### src/rtl/serial_parity_rx_pkg.sv
// Shared definitions for the serial parity receiver.
// Holds the FSM state encoding (3-bit, shared with the transmitter side)
// and the line-level frame constants.
package serial_parity_rx_pkg;

  typedef enum logic [2:0] {
    ST_IDLE   = 3'd0,
    ST_START  = 3'd1,
    ST_DATA   = 3'd2,
    ST_PARITY = 3'd3,
    ST_STOP   = 3'd4
  } rx_state_e;

  localparam logic LINE_IDLE = 1'b1;
  localparam logic START_BIT = 1'b0;
  localparam logic STOP_BIT  = 1'b1;

endpackage

### src/rtl/serial_parity_rx_if.sv
// Serial receiver bus: the serial line in, the byte-wide result out.
//   rx_in      serial line (idle high)
//   data_out   last received word
//   data_valid one-cycle frame-complete strobe
//   parity_err parity mismatch of last frame
//   frame_err  stop bit sampled low on last frame
//   busy       receiver not idle
// master: the receiver. slave: the line driver / byte consumer.
interface serial_parity_rx_if #(
  parameter int DATA_W = 8
);
  logic              rx_in;
  logic [DATA_W-1:0] data_out;
  logic              data_valid;
  logic              parity_err;
  logic              frame_err;
  logic              busy;

  modport master (
    input  rx_in,
    output data_out, data_valid, parity_err, frame_err, busy
  );

  modport slave (
    output rx_in,
    input  data_out, data_valid, parity_err, frame_err, busy
  );
endinterface

### src/rtl/serial_parity_rx_xor2_nand.sv
// Two-input XOR built from four 2-input NANDs. Used for the parity
// accumulator update; the transmitter uses the same cell.
//   a, b  inputs
//   y     a ^ b
module xor2_nand (
  input  logic a,
  input  logic b,
  output logic y
);
  logic n1, n2, n3;

  assign n1 = ~(a & b);
  assign n2 = ~(a & n1);
  assign n3 = ~(b & n1);
  assign y  = ~(n2 & n3);
endmodule

### src/rtl/serial_parity_rx.sv
// Serial frame receiver: start(0), DATA_W data bits LSB-first, parity,
// stop(1). rx_in is synchronised, each bit is sampled mid-cell, parity is
// accumulated through the NAND XOR cell, and the word plus parity/framing
// flags are registered on the stop-bit sample edge.
//   clk  rising-edge clock
//   rst  asynchronous active-high reset
//   bus  serial_parity_rx_if master (rx_in in, data/flags/busy out)
module serial_parity_rx
  import serial_parity_rx_pkg::*;
#(
  parameter int DATA_W       = 8,
  parameter int CLKS_PER_BIT = 4,
  parameter bit ODD_PARITY   = 1'b0
) (
  input  logic                 clk,
  input  logic                 rst,
  serial_parity_rx_if.master   bus
);

  localparam int CW  = $clog2(CLKS_PER_BIT);
  localparam int BCW = $clog2(DATA_W + 1);

  logic              sync1, rx_s;
  rx_state_e         state;
  logic [CW-1:0]     clk_cnt;
  logic [BCW-1:0]    bit_cnt;
  logic [DATA_W-1:0] shreg;
  logic              par_acc, par_nxt, perr_q;
  logic              bit_tick, half_tick;

  // par_acc ^ current sample: the accumulator update in DATA, and the
  // final check value in PARITY (there the sample is the parity bit).
  xor2_nand u_par_xor (.a(par_acc), .b(rx_s), .y(par_nxt));

  // The IDLE cycle that sees the falling edge counts as cycle 0 of the
  // start cell, so the start sample lands at mid-cell after HALF-1 more.
  assign half_tick = (clk_cnt == CW'(CLKS_PER_BIT/2 - 1));
  assign bit_tick  = (clk_cnt == CW'(CLKS_PER_BIT - 1));
  assign bus.busy  = (state != ST_IDLE);

  always_ff @(posedge clk or posedge rst) begin
    if (rst) begin
      sync1          <= LINE_IDLE;
      rx_s           <= LINE_IDLE;
      state          <= ST_IDLE;
      clk_cnt        <= '0;
      bit_cnt        <= '0;
      shreg          <= '0;
      par_acc        <= 1'b0;
      perr_q         <= 1'b0;
      bus.data_out   <= '0;
      bus.data_valid <= 1'b0;
      bus.parity_err <= 1'b0;
      bus.frame_err  <= 1'b0;
    end else begin
      sync1          <= bus.rx_in;
      rx_s           <= sync1;
      bus.data_valid <= 1'b0;
      case (state)
        ST_IDLE: begin
          clk_cnt <= '0;
          if (rx_s == START_BIT) begin
            state   <= ST_START;
            par_acc <= 1'b0;
            bit_cnt <= '0;
          end
        end
        ST_START: begin
          if (half_tick) begin
            clk_cnt <= '0;
            // Line back high at mid-start: a glitch, drop it silently.
            state   <= (rx_s == START_BIT) ? ST_DATA : ST_IDLE;
          end else begin
            clk_cnt <= clk_cnt + CW'(1);
          end
        end
        ST_DATA: begin
          if (bit_tick) begin
            clk_cnt <= '0;
            // LSB arrives first: shift in from the top.
            shreg   <= (shreg >> 1) | (DATA_W'(rx_s) << (DATA_W - 1));
            par_acc <= par_nxt;
            bit_cnt <= bit_cnt + BCW'(1);
            if (bit_cnt == BCW'(DATA_W - 1)) state <= ST_PARITY;
          end else begin
            clk_cnt <= clk_cnt + CW'(1);
          end
        end
        ST_PARITY: begin
          if (bit_tick) begin
            clk_cnt <= '0;
            perr_q  <= par_nxt ^ ODD_PARITY;
            state   <= ST_STOP;
          end else begin
            clk_cnt <= clk_cnt + CW'(1);
          end
        end
        ST_STOP: begin
          if (bit_tick) begin
            clk_cnt        <= '0;
            // A bad stop bit still delivers the frame, just flagged.
            bus.data_out   <= shreg;
            bus.parity_err <= perr_q;
            bus.frame_err  <= (rx_s != STOP_BIT);
            bus.data_valid <= 1'b1;
            state          <= ST_IDLE;
          end else begin
            clk_cnt <= clk_cnt + CW'(1);
          end
        end
        default: state <= ST_IDLE;
      endcase
    end
  end

endmodule

### src/flat_wrapper.sv
// flat-port wrapper written by rule: the top's interface ports become plain ports
module serial_parity_rx_flat import serial_parity_rx_pkg::*;
#(
  parameter int DATA_W       = 8,
  parameter int CLKS_PER_BIT = 4,
  parameter bit ODD_PARITY   = 1'b0
)
  (clk, rst, bus_rx_in, bus_data_out, bus_data_valid, bus_parity_err, bus_frame_err, bus_busy);
  serial_parity_rx_if #(.DATA_W(DATA_W)) bus_i ();
  input  logic clk;
  input  logic rst;
  input wire logic [$bits(bus_i.rx_in)-1:0] bus_rx_in;
  output wire logic [$bits(bus_i.data_out)-1:0] bus_data_out;
  output wire logic [$bits(bus_i.data_valid)-1:0] bus_data_valid;
  output wire logic [$bits(bus_i.parity_err)-1:0] bus_parity_err;
  output wire logic [$bits(bus_i.frame_err)-1:0] bus_frame_err;
  output wire logic [$bits(bus_i.busy)-1:0] bus_busy;
  assign bus_i.rx_in = bus_rx_in;
  assign bus_data_out = bus_i.data_out;
  assign bus_data_valid = bus_i.data_valid;
  assign bus_parity_err = bus_i.parity_err;
  assign bus_frame_err = bus_i.frame_err;
  assign bus_busy = bus_i.busy;
  serial_parity_rx #(.DATA_W(DATA_W), .CLKS_PER_BIT(CLKS_PER_BIT), .ODD_PARITY(ODD_PARITY)) u_core (.clk(clk), .rst(rst), .bus(bus_i));
endmodule
### config.mk
export PLATFORM = sky130hd
export DESIGN_NAME = serial_parity_rx_flat
export DESIGN_NICKNAME = d
export VERILOG_FILES = /design/src/rtl/serial_parity_rx_pkg.sv /design/src/rtl/serial_parity_rx_if.sv /design/src/rtl/serial_parity_rx_xor2_nand.sv /design/src/rtl/serial_parity_rx.sv /design/src/flat_wrapper.sv
export SDC_FILE = /design/constraint.sdc
export NUM_CORES = 1
export LEC_CHECK = 0
export BUFFER_PORTS_ARGS = -buffer_cell sky130_fd_sc_hd__clkbuf_2
export CORE_AREA = 2 2 61 63
export DETAILED_ROUTE_END_ITERATION = 7
export DIE_AREA = 0 0 63 65
export PLACE_DENSITY = 0.69
export REMOVE_ABC_BUFFERS = 1
export SETUP_SLACK_MARGIN = 0.4
export SYNTH_ARGS = -nofsm -noshare
export SYNTH_HDL_FRONTEND = slang
export SYNTH_SLANG_ARGS = --single-unit
### constraint.sdc
create_clock -name clk -period 1.4 [get_ports clk]
set_input_delay 0.21 -clock clk [delete_from_list [all_inputs] [get_ports clk]]
set_output_delay 0.21 -clock clk [all_outputs]
set_load 0.02 [all_outputs]
* Word level (Yosys, flattened, before mapping)
Cells that the tools add are included.
W data, S select, Z words.
** Word-level totals
- Output and inout port bits :: 12
- Logic and storage cells :: 66
- Input bits :: 3
- Bits in registers :: 32
** Cells by class
- Reductions and logical operators :: 10
- Muxes and demuxes :: 19
- Equality and inequality tests :: 13
- Bitwise operators :: 10
- Add/sub/neg operators :: 2
** Operator list (number)
- $mux W3 :: 6
- $pmux W3 S5 :: 1
- $ne A2 B1 Y1 const B :: 5
- $mux W4 :: 2
- $or A7 B8 Y8 :: 1
- $pmux W4 S2 :: 1
- $eq A3 B2 Y1 const B :: 2
- $mux W2 :: 3
- $pmux W2 S3 :: 1
- $reduce_and A2 Y1 :: 3
- $reduce_and A6 Y1 :: 1
- $reduce_bool A3 Y1 :: 2
- $not A1 Y1 :: 5
- $add A4 B1 Y4 const B :: 1
- $and A1 B1 Y1 :: 4
- $eq A4 B3 Y1 const B :: 1
- $mux W1 :: 4
- $eq A3 B1 Y1 const B :: 1
- $eq A3 B3 Y1 const B :: 1
- $logic_not A3 Y1 :: 1
- $reduce_and A3 Y1 :: 1
- $reduce_or A3 Y1 :: 1
- $add A2 B1 Y2 const B :: 1
- $eq A2 B1 Y1 const B :: 1
- 4 further kinds :: 4

* Depth between registers and ports, before layout
- Depth after elaboration :: 8
- Gate-level depth with buffers :: 6
- Gate-level depth less buffers :: 5

* Modules after synthesis
A second synthesis with hierarchy kept.
** Unflattened totals
- Cells, all modules :: 119
- Area, all modules :: 1415.1 um^2
** Modules (own cells, without submodules)
- serial_parity_rx :: cells an instance 118, area an instance 1406.3 um^2, seq. area each 803.3 um^2, times used 1
- xor2_nand :: cells an instance 1, area an instance 8.8 um^2, seq. area each 0.0 um^2, times used 1

* Worst setup path before layout
OpenSTA, ideal clock, no wires.
- Path kind :: reg2reg
- Start :: register u_core.clk_cnt[0]
- End :: register u_core.shreg[0]
- Slack :: -0.143 ns
- Cell stages (with the launch flop) :: 6
- Clock period less this slack :: 1.543 ns
- Data arrival time :: 1.415 ns
- Required time :: 1.272 ns
- Cell sequence :: dfrtp_1 -> ha_1 -> buf_4 -> and4bb_1 -> buf_2 -> mux2_1
** Between the ends
- Longest elaborated chain between the ends :: 2
** Ends and longest elaborated chain
- start, declared :: RTL line serial_parity_rx.sv:25 : logic [CW-1:0] clk_cnt;
- start signal, assigned :: RTL line serial_parity_rx.sv:74 : clk_cnt <= clk_cnt + CW'(1);
- start signal, assigned :: RTL line serial_parity_rx.sv:86 : clk_cnt <= clk_cnt + CW'(1);
- start signal, assigned :: RTL line serial_parity_rx.sv:95 : clk_cnt <= clk_cnt + CW'(1);
- $eq A2 B2 Y1 :: RTL line serial_parity_rx.sv:38 : assign bit_tick = (clk_cnt == CW'(CLKS_PER_BIT - 1));
- $reduce_and A2 Y1 (no line)
- end signal, assigned :: RTL line serial_parity_rx.sv:81 : shreg <= (shreg >> 1) | (DATA_W'(rx_s) << (DATA_W - 1));
- end, declared :: RTL line serial_parity_rx.sv:27 : logic [DATA_W-1:0] shreg;
Every way passes these cells.
A chain may end at the register's enable or synchronous reset.

* Worst setup path after layout
- Start :: register u_core.state[0]
- End :: output bus_busy
** Between the ends
- Longest elaborated chain between the ends :: 1
** Ends and longest elaborated chain
- start, declared :: RTL line serial_parity_rx.sv:24 : rx_state_e state;
- start signal, assigned :: RTL line serial_parity_rx.sv:72 : state <= (rx_s == START_BIT) ? ST_DATA : ST_IDLE;
- $reduce_bool A3 Y1 :: RTL line serial_parity_rx.sv:39 : assign bus.busy = (state != ST_IDLE);
- end, declared :: RTL line flat_wrapper.sv:17 : output wire logic [$bits(bus_i.busy)-1:0] bus_busy;
Every way passes these cells.

==> results.md <==
- Status: finished with violations
- Failing checks: setup timing
- Clk buf depth: 2
- DR iter-0 viols: between 70 and 80
- Sequential share of power: ~30%
- Post-Route WL: between 4000 and 5000 um
- Final Max Tran Viols: 0
- Gate power share: ~52%
- Clk pwr share: about 18%
- Switching pwr: about 1500 uW
- Top post-synthesis cells by area: dfrtp_1 50%, mux2_1 13%, dfstp_2 3.5%
- Worst min path class: in -> async
- Mapped cell area: ~1500 um2
- Final setup margin: -0.305 ns
- Area growth, synth to finish: 63.4%
- Critical Path RT: about 1.2 ns
- Sequential area share after synthesis: a little over half
- Minimum clock period after layout: 1.70 ns
- Slew HR: 81.5%
- Crit end category: primary output
- Cells after Synth: ~130
- Syn. warnings: 0
- Synth Flop Type: dfrtp_1
- Final Wtd Congestion: approximately 0.87
- Yosys cell types: 36
- Layout cells sized above 1: between 60% and 70%
- Vias in the first global route: ~1,400
- TritonCTS Buffers: 5
- Cell Pwr Density: approximately 1700 nW/um2
- Wirelength per Cell: around 19 um
- Tcrit/Tclk final: 122%
- Synth area leader: dfrtp_1
- Chip width: about 63 um
- Place WS: -0.204 ns
- Finish-stage setup viols: 27
- Share of the synthesized area in the top cell type: between 50% and 60%
- Worst-path clk slew: 0.12 ns
- Clock root cell: clkbuf_4
- Largest net degree at the start of global routing: 13
- DR vias/cell: between 5 and 6
- Cell Int Power: about 2600 uW
- First-pass GRT wire length: around 6900 um
- RSZ-0062 raised after global routing: yes
- Crit path DAT: 1.49 ns
- Inserted Diodes: 0
- Pre-antenna DRT Iters: 4
- TritonCTS clock tree: built
- Vias: ~1,300
- Worst Tran Pin Value: between 0.2 and 0.3 ns
- # port buffers: 14
- H-tree lvl count: 2
- Clock skew: 0.0211 ns
- EDFF count, synth: 0
- Critical path class: reg -> out
- Gr ovfl total: 0
- Flops & latches, synth: 32
- FMAX: about 0.59 GHz
- Leak: around 0.0011 uW
- Setup TNS: -2.60 ns
- Worst r2r path cells: 4
- Core footprint: ~3500 um2
- Crit Path Max Fanout: 3
- Post-route total power: roughly 4200 uW
- Reg2Reg Setup Slack: -0.15 ns
- Final antenna-violating net count: 0
- DRC Markers: 0
- Num Clock Sinks: 32
- Dpl hpwl: approximately 2200 um
- Top-count cell post-synth: dfrtp_1
- Synth async-reset ratio: 100%
- Worst IR Drop VDD: between 0.001 and 0.0015 V
- Worst-Skew Late Latency: roughly 0.35 ns
- Crit start category: register
- Antenna violations before repair: 0
- Tot GR Track Use: between 20% and 30%
- Final Hold Viols: 0
- Sw Share: a little under two fifths
- Initial Util: between 40% and 50%
- Mean Syn Cell Area: ~11 um2
- Max_cap viols: 0
- Most common library cells after synthesis: 30 x dfrtp_1, 17 x mux2_1, 9 x inv_1
- # IOs: 15
- # rows: 22
- Chip height: 65 um
- Die Area: just over 4000 um2
- Final net count: between 150 and 200
==> layer usage <==
layer	up-vias	part of all wire (%)	global-route usage [%]	wire, um
li1	587	-	-	-
met1	667	44	27.4	2000
met2	30	51	37.4	2330
met3	12	2.8	4.86	127
met4	0	2.5	10.8	114
met5	-	0	0	0
==> worst paths after layout <==
| check | startpoint | to |
|---|---|---|
| max | u_core.state[0] | bus_busy |
| min | rst | u_core.bus.data_valid |
| max reg2reg | u_core.clk_cnt[0] | u_core.state[0] |
| min reg2reg | u_core.sync1 | u_core.rx_s |
| max in group asynchronous | rst | u_core.state[1] |
| min in group clk | u_core.sync1 | u_core.rx_s |
==> flip-flops by register name (all words and copies together), names as in the netlist <==
signal,cells
u_core.bit_cnt,4
u_core.bus.data_out,8
u_core.bus.data_valid,1
u_core.bus.frame_err,1
u_core.bus.parity_err,1
u_core.clk_cnt,2
u_core.par_acc,1
u_core.perr_q,1
u_core.rx_s,1
u_core.shreg,8
u_core.state,3
u_core.sync1,1
==> worst max-delay path, stage by stage (launching register included) <==
cell and delay, ns:
dfrtp_1 0.41, buf_6 0.13, buf_6 0.10, or3_4 0.37, buf_8 0.14
==> power groups by stage <==
stage	clock network (uW)	registers (uW)	logic, uW
finish	730	1260	2190
global placement	0	1230	1090
detailed placement	0	1240	1150
global route	792	1280	2320
CTS	727	1230	1830
floorplan	0	1300	597
==> through the flow <==
step                      cell area (um2)  hold WS [ns]  std cells  util [%]
after floorplan                      1450         0.214        123         -
after global placement               1710         0.159        202      48.9
after detailed placement             1710         0.170        202      48.9
after CTS                            2320         0.353        229      66.2
after global routing                 2440         0.317        240      69.9
final                                2440         0.313        240      69.9
==> cells by family (layout without fill, tap and decap cells) <==
logic type / Yosys count / in the layout / share of synthesized area [%]
DFF: 32 / 32 / 53.7
muxes: 17 / 17 / 12.8
and+or+nand+nor: 32 / 34 / 12.2
AOI/OAI and AO/OA: 26 / 26 / 11.6
xor gates and xnor gates: 1 / 1 / 0.585
buffers and inverters: 19 / 78 / 5.77
adders and majority gates: 4 / 4 / 3.34
==> area by class of cell <==
cell class	instances	area, um2
clock buffers	5	37.5
clock inverters	3	42.5
fillers	238	1050
inverters	11	47.5
multi-input cells	82	850
flip-flops and latches	32	805
well taps	48	60.1
repair buffers	59	603
==> layout by cell type, fill, tap and decap left out, drive strengths merged, types with 2 or more instances in the layout <==
master,instances
and4bb,4
dfrtp,30
clkbuf,18
dlygate4sd3,2
nor2b,6
dfstp,2
o211ai,2
buf,44
a221oi,2
o21ai,9
o41ai,2
ha,4
a31oi,3
nand2,7
nor2,7
mux2,17
o2111ai,2
nand3,2
clkinvlp,2
inv,10
a21oi,4
==> timing repair <==
| action | in CTS | in global routing |
|---|---|---|
| hold buffers | 2 | 0 |
| setup buffers | 15 | 11 |
| gates resized for setup | 88 | 14 |
| cloned | 2 | 0 |
| setup endpoints to repair | 42 | 43 |
| pin swaps | 19 | 9 |
| endpoints found under the hold margin | 7 | 0 |
Power figures use the tool's default switching activity.
